## config.mk

```make
export PLATFORM = sky130hd
export DESIGN_NAME = fft_ctrl
export DESIGN_NICKNAME = d
export VERILOG_FILES = /design/src/rtl/fft_pkg.sv /design/src/rtl/fft_delay_line.sv /design/src/rtl/fft_ctrl.sv
export SDC_FILE = /design/constraint.sdc
export NUM_CORES = 1
export LEC_CHECK = 0
export BUFFER_PORTS_ARGS = -buffer_cell sky130_fd_sc_hd__buf_2
export CAP_MARGIN = 30
export CORE_UTILIZATION = 50
export DETAILED_ROUTE_END_ITERATION = 10
export PLACE_DENSITY_LB_ADDON = 0.1
export SLEW_MARGIN = 25
export SYNTH_ARGS = -nofsm -noshare
export SYNTH_HDL_FRONTEND = slang
export SYNTH_SLANG_ARGS = --single-unit
```

## constraint.sdc

```tcl
create_clock -name clk -period 2.9 [get_ports clk]
set_input_delay 0.58 -clock clk [delete_from_list [all_inputs] [get_ports clk]]
set_output_delay 0.58 -clock clk [all_outputs]
set_load 0.03 [all_outputs]
```

## src/rtl/fft_pkg.sv

```systemverilog
`default_nettype none
// ============================================================================
// Module   : fft_pkg
// Purpose  : Shared FFT types, default sizes and butterfly address helpers.
// Revision : 1.0
// ============================================================================
package fft_pkg;

    localparam int DEF_N_LOG2   = 4;
    localparam int DEF_PIPE_LAT = 2;

    typedef enum logic [1:0] {
        IDLE  = 2'd0,
        RUN   = 2'd1,
        DRAIN = 2'd2,
        FIN   = 2'd3
    } fft_ctrl_state_t;

    typedef logic [DEF_N_LOG2-1:0] addr_t;
    typedef logic [DEF_N_LOG2-2:0] tw_t;

    function automatic int stage_w(input int n_log2);
        return (n_log2 <= 2) ? 1 : $clog2(n_log2);
    endfunction

    function automatic int cnt_w(input int depth);
        return (depth <= 1) ? 1 : $clog2(depth);
    endfunction

    // Operand A of butterfly k in stage s: group base plus offset within group.
    function automatic int unsigned bfly_a(input int unsigned s, input int unsigned k);
        int unsigned half;
        half = 32'd1 << s;
        return ((k >> s) << (s + 32'd1)) | (k & (half - 32'd1));
    endfunction

    function automatic int unsigned bfly_tw(input int unsigned s, input int unsigned k,
                                            input int unsigned n_log2);
        return (k & ((32'd1 << s) - 32'd1)) << (n_log2 - 32'd1 - s);
    endfunction

endpackage
`default_nettype wire

```

## src/rtl/fft_delay_line.sv

```systemverilog
`default_nettype none
// ============================================================================
// Module   : fft_delay_line
// Purpose  : DEPTH-stage shift of {valid, addr_a, addr_b}; clear squashes valids.
// Revision : 1.0
// ============================================================================
module fft_delay_line
    import fft_pkg::*;
#(
    parameter int DEPTH = DEF_PIPE_LAT,
    parameter int AW    = DEF_N_LOG2
) (
    input  logic          clk,
    input  logic          rst_n,
    input  logic          clear,
    input  logic          in_valid,
    input  logic [AW-1:0] in_a,
    input  logic [AW-1:0] in_b,
    output logic          out_valid,
    output logic [AW-1:0] out_a,
    output logic [AW-1:0] out_b
);

    logic          vld [DEPTH];
    logic [AW-1:0] a_q [DEPTH];
    logic [AW-1:0] b_q [DEPTH];

    always_ff @(posedge clk or negedge rst_n) begin
        if (!rst_n) begin
            for (int i = 0; i < DEPTH; i++) begin
                vld[i] <= 1'b0;
                a_q[i] <= '0;
                b_q[i] <= '0;
            end
        end else begin
            vld[0] <= in_valid && !clear;
            a_q[0] <= in_a;
            b_q[0] <= in_b;
            for (int i = 1; i < DEPTH; i++) begin
                vld[i] <= vld[i-1] && !clear;
                a_q[i] <= a_q[i-1];
                b_q[i] <= b_q[i-1];
            end
        end
    end

    assign out_valid = vld[DEPTH-1];
    assign out_a     = a_q[DEPTH-1];
    assign out_b     = b_q[DEPTH-1];

endmodule
`default_nettype wire

```

## src/rtl/fft_ctrl.sv

```systemverilog
`default_nettype none
// ============================================================================
// Module   : fft_ctrl
// Purpose  : In-place radix-2 DIT FFT sequencer (stages, butterflies, drain gaps).
//            Optional abort input enabled by macro FFT_CTRL_ABORT_EN.
// Revision : 1.0
// ============================================================================
module fft_ctrl
    import fft_pkg::*;
#(
    parameter int N_LOG2   = DEF_N_LOG2,
    parameter int PIPE_LAT = DEF_PIPE_LAT
) (
    input  logic                        clk,
    input  logic                        rst_n,
    input  logic                        start,
`ifdef FFT_CTRL_ABORT_EN
    input  logic                        abort,
`endif
    output logic                        busy,
    output logic                        done,
    output logic [stage_w(N_LOG2)-1:0]  stage,
    output logic                        rd_en,
    output logic [N_LOG2-1:0]           rd_addr_a,
    output logic [N_LOG2-1:0]           rd_addr_b,
    output logic [N_LOG2-2:0]           tw_idx,
    output logic                        wr_en,
    output logic [N_LOG2-1:0]           wr_addr_a,
    output logic [N_LOG2-1:0]           wr_addr_b
);

    localparam int AW = N_LOG2;
    localparam int KW = N_LOG2 - 1;
    localparam int SW = stage_w(N_LOG2);
    localparam int CW = cnt_w(PIPE_LAT);

    localparam logic [KW-1:0] K_LAST = {KW{1'b1}};
    localparam logic [SW-1:0] S_LAST = SW'(N_LOG2 - 1);
    localparam logic [CW-1:0] C_LAST = CW'(PIPE_LAT - 1);

    fft_ctrl_state_t state;
    logic [KW-1:0]   k;
    logic [CW-1:0]   wait_cnt;
    logic            abort_hit;

    logic [SW-1:0]   iss_s;
    logic [KW-1:0]   iss_k;
    logic [AW-1:0]   iss_a;
    logic [AW-1:0]   iss_b;
    logic [KW-1:0]   iss_tw;

`ifdef FFT_CTRL_ABORT_EN
    assign abort_hit = abort && (state == RUN || state == DRAIN);
`else
    assign abort_hit = 1'b0;
`endif

    // The butterfly issued at the coming edge: first of run, next in stage, or first of next stage.
    always_comb begin
        iss_s = stage;
        iss_k = k + 1'b1;
        if (state == IDLE) begin
            iss_s = '0;
            iss_k = '0;
        end else if (state == DRAIN) begin
            iss_s = stage + 1'b1;
            iss_k = '0;
        end
    end

    assign iss_a  = AW'(bfly_a(32'(iss_s), 32'(iss_k)));
    assign iss_b  = iss_a + AW'(32'd1 << iss_s);
    assign iss_tw = KW'(bfly_tw(32'(iss_s), 32'(iss_k), N_LOG2));

    always_ff @(posedge clk or negedge rst_n) begin
        if (!rst_n) begin
            state     <= IDLE;
            stage     <= '0;
            k         <= '0;
            wait_cnt  <= '0;
            busy      <= 1'b0;
            done      <= 1'b0;
            rd_en     <= 1'b0;
            rd_addr_a <= '0;
            rd_addr_b <= '0;
            tw_idx    <= '0;
        end else if (abort_hit) begin
            state    <= IDLE;
            stage    <= '0;
            k        <= '0;
            wait_cnt <= '0;
            busy     <= 1'b0;
            done     <= 1'b0;
            rd_en    <= 1'b0;
        end else begin
            done <= 1'b0;
            case (state)
                IDLE: begin
                    if (start) begin
                        state     <= RUN;
                        stage     <= '0;
                        k         <= '0;
                        busy      <= 1'b1;
                        rd_en     <= 1'b1;
                        rd_addr_a <= iss_a;
                        rd_addr_b <= iss_b;
                        tw_idx    <= iss_tw;
                    end
                end
                RUN: begin
                    if (k == K_LAST) begin
                        state    <= DRAIN;
                        wait_cnt <= '0;
                        rd_en    <= 1'b0;
                    end else begin
                        k         <= iss_k;
                        rd_en     <= 1'b1;
                        rd_addr_a <= iss_a;
                        rd_addr_b <= iss_b;
                        tw_idx    <= iss_tw;
                    end
                end
                DRAIN: begin
                    if (wait_cnt != C_LAST) begin
                        wait_cnt <= wait_cnt + 1'b1;
                    end else if (stage == S_LAST) begin
                        state <= FIN;
                        stage <= '0;
                        busy  <= 1'b0;
                        done  <= 1'b1;
                    end else begin
                        state     <= RUN;
                        stage     <= iss_s;
                        k         <= '0;
                        rd_en     <= 1'b1;
                        rd_addr_a <= iss_a;
                        rd_addr_b <= iss_b;
                        tw_idx    <= iss_tw;
                    end
                end
                FIN:     state <= IDLE;
                default: state <= IDLE;
            endcase
        end
    end

    fft_delay_line #(
        .DEPTH (PIPE_LAT),
        .AW    (AW)
    ) u_delay (
        .clk       (clk),
        .rst_n     (rst_n),
        .clear     (abort_hit),
        .in_valid  (rd_en),
        .in_a      (rd_addr_a),
        .in_b      (rd_addr_b),
        .out_valid (wr_en),
        .out_a     (wr_addr_a),
        .out_b     (wr_addr_b)
    );

endmodule
`default_nettype wire

```

After elaboration in Yosys (flattened, before gate mapping)
Cells that the tools add are included.
Storage, ports and cells
  register bits: 40
  input bits: 3
  logic and storage cells: 98
Operators by class
  $add $sub $neg: 7
  equality and inequality tests: 11
  shifts and indexed selects: 5
  mux-type cells: 47
  bitwise gates (word level): 2
  reduce and logical (&&, ||, !) cells: 10
Operator list (number)
  $and A3 B32 Y32: 1
  $mux W4: 8
  $shl A1 B2 Y32 const A: 1
  $shl A32 B3 Y4: 1
  $shl A32 B32 Y3: 1
  $shr A3 B2 Y32: 1
  $sub A32 B1 Y32 const B: 1
  $mux W3: 10
  $pmux W4 S3: 2
  $mux W2: 9
  $pmux W3 S3: 2
  $mux W1: 11
  $ne A2 B2 Y1 const B: 5
  $pmux W2 S4: 1
  $reduce_and A4 Y1: 2
  $eq A2 B2 Y1 const B: 3
  $reduce_and A3 Y1: 2
  $reduce_and A5 Y1: 1
  $add A4 B4 Y4: 1
  $or A4 B4 Y4: 1
  $pmux W1 S2: 2
  $pmux W2 S2: 1
  $reduce_bool A2 Y1: 2
  $shl A1 B2 Y4 const A: 1
  other kinds (12): 12

Longest topological paths before layout
  depth after elaboration: 11
  mapped depth: 14
  mapped depth without buffers: 14

Cells and area by module
From an unflattened synthesis, not the netlist that was laid out.
Second synthesis, totals
  cells, all modules: 167
  area, all modules: 1879.3 um^2
By module, submodules not included
  fft_ctrl: instances 1, cells an instance 139, area each 1356.3 um^2, sequential area each 550.5 um^2
  fft_delay_line: instances 1, cells an instance 28, area each 523.0 um^2, sequential area each 450.4 um^2

Least setup slack after synthesis
No wires, ideal clock.
  path type: register to register
  from: register stage[1]
  to: register rd_addr_b[3]
  library setup time: 0.132 ns
  arrival: 2.774 ns
  required time: 2.768 ns
  path slack: -0.006 ns
  stages on the path, launching flop included: 13
  path buffers: 0
  clock period less this slack: 2.906 ns
  cells stage by stage: dfrtp_1 > ha_1 > nand2_1 > o21a_2 > inv_1 > ha_1 > nand3b_1 > o41ai_2 > ha_1 > a21oi_1 > nand2_1 > nor4_1 > nor3_2
Between the ends
  cells in the longest elaborated chain, start to end: 11
  elaborated cells between the ends (all ways): 20
Ends and longest elaborated chain
  start, declared: RTL line fft_ctrl.sv:22  | output logic [stage_w(N_LOG2)-1:0] stage,
  start signal, assigned: RTL line fft_ctrl.sv:133  | stage <= iss_s;
  $add A2 B1 Y2: RTL line fft_ctrl.sv:66  | iss_s = stage + 1'b1;
  $mux W2 *: RTL line fft_ctrl.sv:65  | end else if (state == DRAIN) begin
  $mux W2 *: RTL line fft_ctrl.sv:62  | if (state == IDLE) begin
  $shl A1 B2 Y32
  $sub A32 B1 Y32
  $and A3 B32 Y32
  $or A4 B4 Y4 *: RTL line fft_pkg.sv:34  | return ((k >> s) << (s + 32'd1)) | (k & (half - 32'd1));
  via iss_a[2]: RTL line fft_ctrl.sv:48  | logic [AW-1:0] iss_a;
  $add A4 B4 Y4 *: RTL line fft_ctrl.sv:72  | assign iss_b = iss_a + AW'(32'd1 << iss_s);
  $mux W4: RTL line fft_ctrl.sv:126  | end else if (stage == S_LAST) begin
  $mux W4: RTL line fft_ctrl.sv:124  | if (wait_cnt != C_LAST) begin
  $pmux W4 S3 *: RTL line fft_ctrl.sv:97  | case (state)
  end signal, assigned: RTL line fft_ctrl.sv:106  | rd_addr_b <= iss_b;
  end signal, assigned: RTL line fft_ctrl.sv:119  | rd_addr_b <= iss_b;
  end signal, assigned: RTL line fft_ctrl.sv:137  | rd_addr_b <= iss_b;
  end, declared: RTL line fft_ctrl.sv:25  | output logic [N_LOG2-1:0] rd_addr_b,
Mark *: on every way through the listed nets, which the timed path passes. The rest lies on a longest branch. The select of a mux whose other input is x is not followed.
A chain may end at the register's enable or synchronous reset.

Final worst setup path
  from: register stage[0]
  to: register rd_addr_b[3]
The elaborated chain is that of the path after synthesis.

==> key figures <==
Synthesis
  – Mapped cell area: 0.00186 mm2
  – Area contributors post-synth: dfrtp_1, ha_1, buf_4, nand2_1, a21oi_1
  – Mapped Avg Cell Area: 11.1 um2
  – Synth Register Bits: 40
  – Commonest cells in the netlist: dfrtp_1, nand2_1, nor2_1
  – Post-synth top area share: 0.539
  – Ys flop type: dfrtp_1
  – Dominant cell type by area after synthesis: dfrtp_1
  – Number of synthesized flops with an enable pin: 0
  – Register area share after synthesis: 0.539
  – Most common cell in the netlist: dfrtp_1
  – YS warnings: 0
  – Yosys cell types: 43
  – Syn Inst Count: 167
  – Async SR Flop Fraction: 1.00
  – Syn nets: between 150 and 200

GRT
  – Largest net degree at the start of global routing: 41
  – Vias in the first global route: 1292
  – First-pass GRT wire length: 5.87 mm
  – Grt ovf: 0
  – Gr usage total: 0.194
  – Antenna violations before repair: 0

Finish
  – Post-route design area: about 0.0023 mm2
  – Layout area overhead: 23.0%
  – ANT cells: 0
  – Final nets: 218
  – Proportion of layout cells with a drive suffix above 1: 0.371

Clock network
  – TritonCTS clock tree: built
  – CTS Hold Bufs: 0
  – H-Tree Depth: 2
  – CTS Root Cell: clkbuf_8
  – Latest clock arrival within the worst-skew pair: roughly 0.29 ns
  – Reg clk slew, reported paths: 0.08 ns
  – Clock sink total: 40
  – Total CTS buffers: 5
  – Longest Clk Path Bufs: 2

Run
  – Max-cap violations: 0

Status
  – Status: finished, final reports clean

Die
  – Die Wd: 62.9 um
  – Die Area: between 0.003 and 0.004 mm2
  – Cell Rows: 21
  – Area of the core: 0.00344 mm2
  – Die H: 62.9 um
  – Initial core utilization: 0.539
  – IO Pins: 28

Pwr
  – Max VDD drop: ~0.00055 V
  – Static leakage: 1.05 nW
  – Tot Pwr: 2.56 mW
  – PD cells: 1120 mW/mm2

STA
  – Slew HR: 0.438
  – Worst Tran Pin Value: between 0.8 and 0.9 ns
  – Endpoints failing hold: 0
  – Slew Limit Fails: 0
  – Clock Skews: 0.00616 ns
  – Max frequency: around 350 MHz
  – Final worst-path cycle share: 0.998
  – Fin crit period: 2.89 ns
  – Setup violators final: 0

Critical path
  – Worst Setup End Kind: register
  – Crit path DAT: 3.07 ns
  – Crit-path max FO: 5
  – WP data required: 3.08 ns
  – Crit path kind: register to register
  – Startpoint types: register

Detailed routing
  – Wire per inst: 15.4 um
  – DRC Markers: 0
  – DRT iter0 DRCs: 75
  – Drt first pass iters: 4
  – ANT nets after route: 0
  – DRT Wirelength: 3.87 mm
  – DR vias: about 1.4k
  – Vias per cell: 5.50

Place
  – Post-DP HPWL: between 2 and 2.5 mm
  – Port bufs: 27
  – RePlAce Congestion: 0.849
  – Placed Area: 0.00200 mm2

Hold path
  – Hold crit path type: register to register
## worst max-delay path: stages (launching register included)
cell and delay [ns]:
dfrtp_1 0.43, ha_4 0.29, nand2_2 0.06, o21a_4 0.26, ha_1 0.25, xor2_1 0.18, nor3_1 0.33, or2_1 0.22
ha_1 0.26, nand3_2 0.08, nand2_2 0.08, nor4_4 0.28, nor3_2 0.07
## per-stage QoR
| step | cells | util | hold slack, ns | worst slack [ns] | setup TNS [ns] |
|---|---|---|---|---|---|
| 6_report | 251 | 0.663 | 0.350 | 0.00598 | 0 |
| 2_1_floorplan | 167 | - | 0.284 | 0.0493 | 0 |
| 4_1_cts | 242 | 0.620 | 0.353 | 0.0315 | 0 |
| 3_5_place_dp | 234 | 0.582 | 0.336 | -0.0635 | -0.0635 |
| 3_3_place_gp | 234 | 0.582 | 0.333 | 0.149 | 0 |
| 5_1_grt | 251 | 0.663 | 0.369 | -0.0563 | -0.0979 |
## sequential cells by signal, indices dropped and copies added (netlist names)
register and cells:
u_delay.out_b 4, u_delay.vld 1, u_delay.out_a 4, tw_idx 3, rd_addr_a 4, k 3, rd_en 1, stage 2
state 2, done 1, busy 1, wait_cnt 1, u_delay.out_valid 1, u_delay.b_q 4, rd_addr_b 4, u_delay.a_q 4
## routing by layer
layer  wire length, um  global-route usage  part of all wire  up-vias
met2              1900               0.300              0.49       46
met4                78              0.0872             0.020        0
met3               195              0.0639             0.050       11
met5                 0                   0                 0        -
li1                  -                   -                 -      648
met1              1700               0.247              0.44      675
## cell type report
cell class | instances | area, um2
fill | 269 | 1160
clock buffer | 5 | 68.8
timing repair buffer | 43 | 259
inverter | 9 | 36.3
sequential | 40 | 1000
tap | 46 | 57.6
multi-input combinational | 105 | 815
clock inverter | 3 | 42.5
## kinds of logic (layout without fill, tap and decap cells)
family          after synthesis  count (layout)  synth area share
xor+xnor                      2               2           0.00944
fa+ha+maj                    11              11            0.0782
mux                           5               5            0.0290
buf+inv                      22              60            0.0715
flops                        40              40             0.539
simple gates                 50              50             0.140
compound gates               37              37             0.133
## final timing paths
check	startpoint	end	slack, ns	depth (start not counted)
max	stage[0]	rd_addr_b[3]	0.006	12
min	u_delay.a_q[6]	u_delay.out_a[2]	0.35	0
max reg2reg	stage[0]	rd_addr_b[3]	0.006	12
min reg2reg	u_delay.a_q[6]	u_delay.out_a[2]	0.35	0
max in group asynchronous	rst_n	state[0]	1.93	1
min in group asynchronous	rst_n	wait_cnt	0.39	1
## what timing repair did
item / 4_1_cts / 5_1_grt
setup buffers: 0 / 9
resized for setup: 4 / 17
pin swaps: 0 / 9
setup endpoints to repair: 1 / 3
## power breakdown
part	internal [mW]	leakage (nW)	switching [mW]	total (mW)
Sequential	0.770	0.480	0.116	0.886
Clock	0.254	0.0541	0.189	0.443
Combinational	0.484	0.511	0.751	1.23
Total	1.51	1.05	1.06	2.56
## cell usage in the layout, fill, tap and decap left out, types with 4 or more instances in the layout
master	instances
inv_1	6
dfrtp_1	38
buf_4	15
buf_2	27
nor2_1	11
a22o_1	4
ha_1	6
a21oi_1	9
o21ai_0	6
clkbuf_8	5
nand2_1	13
(Power assumes the default switching activity.)
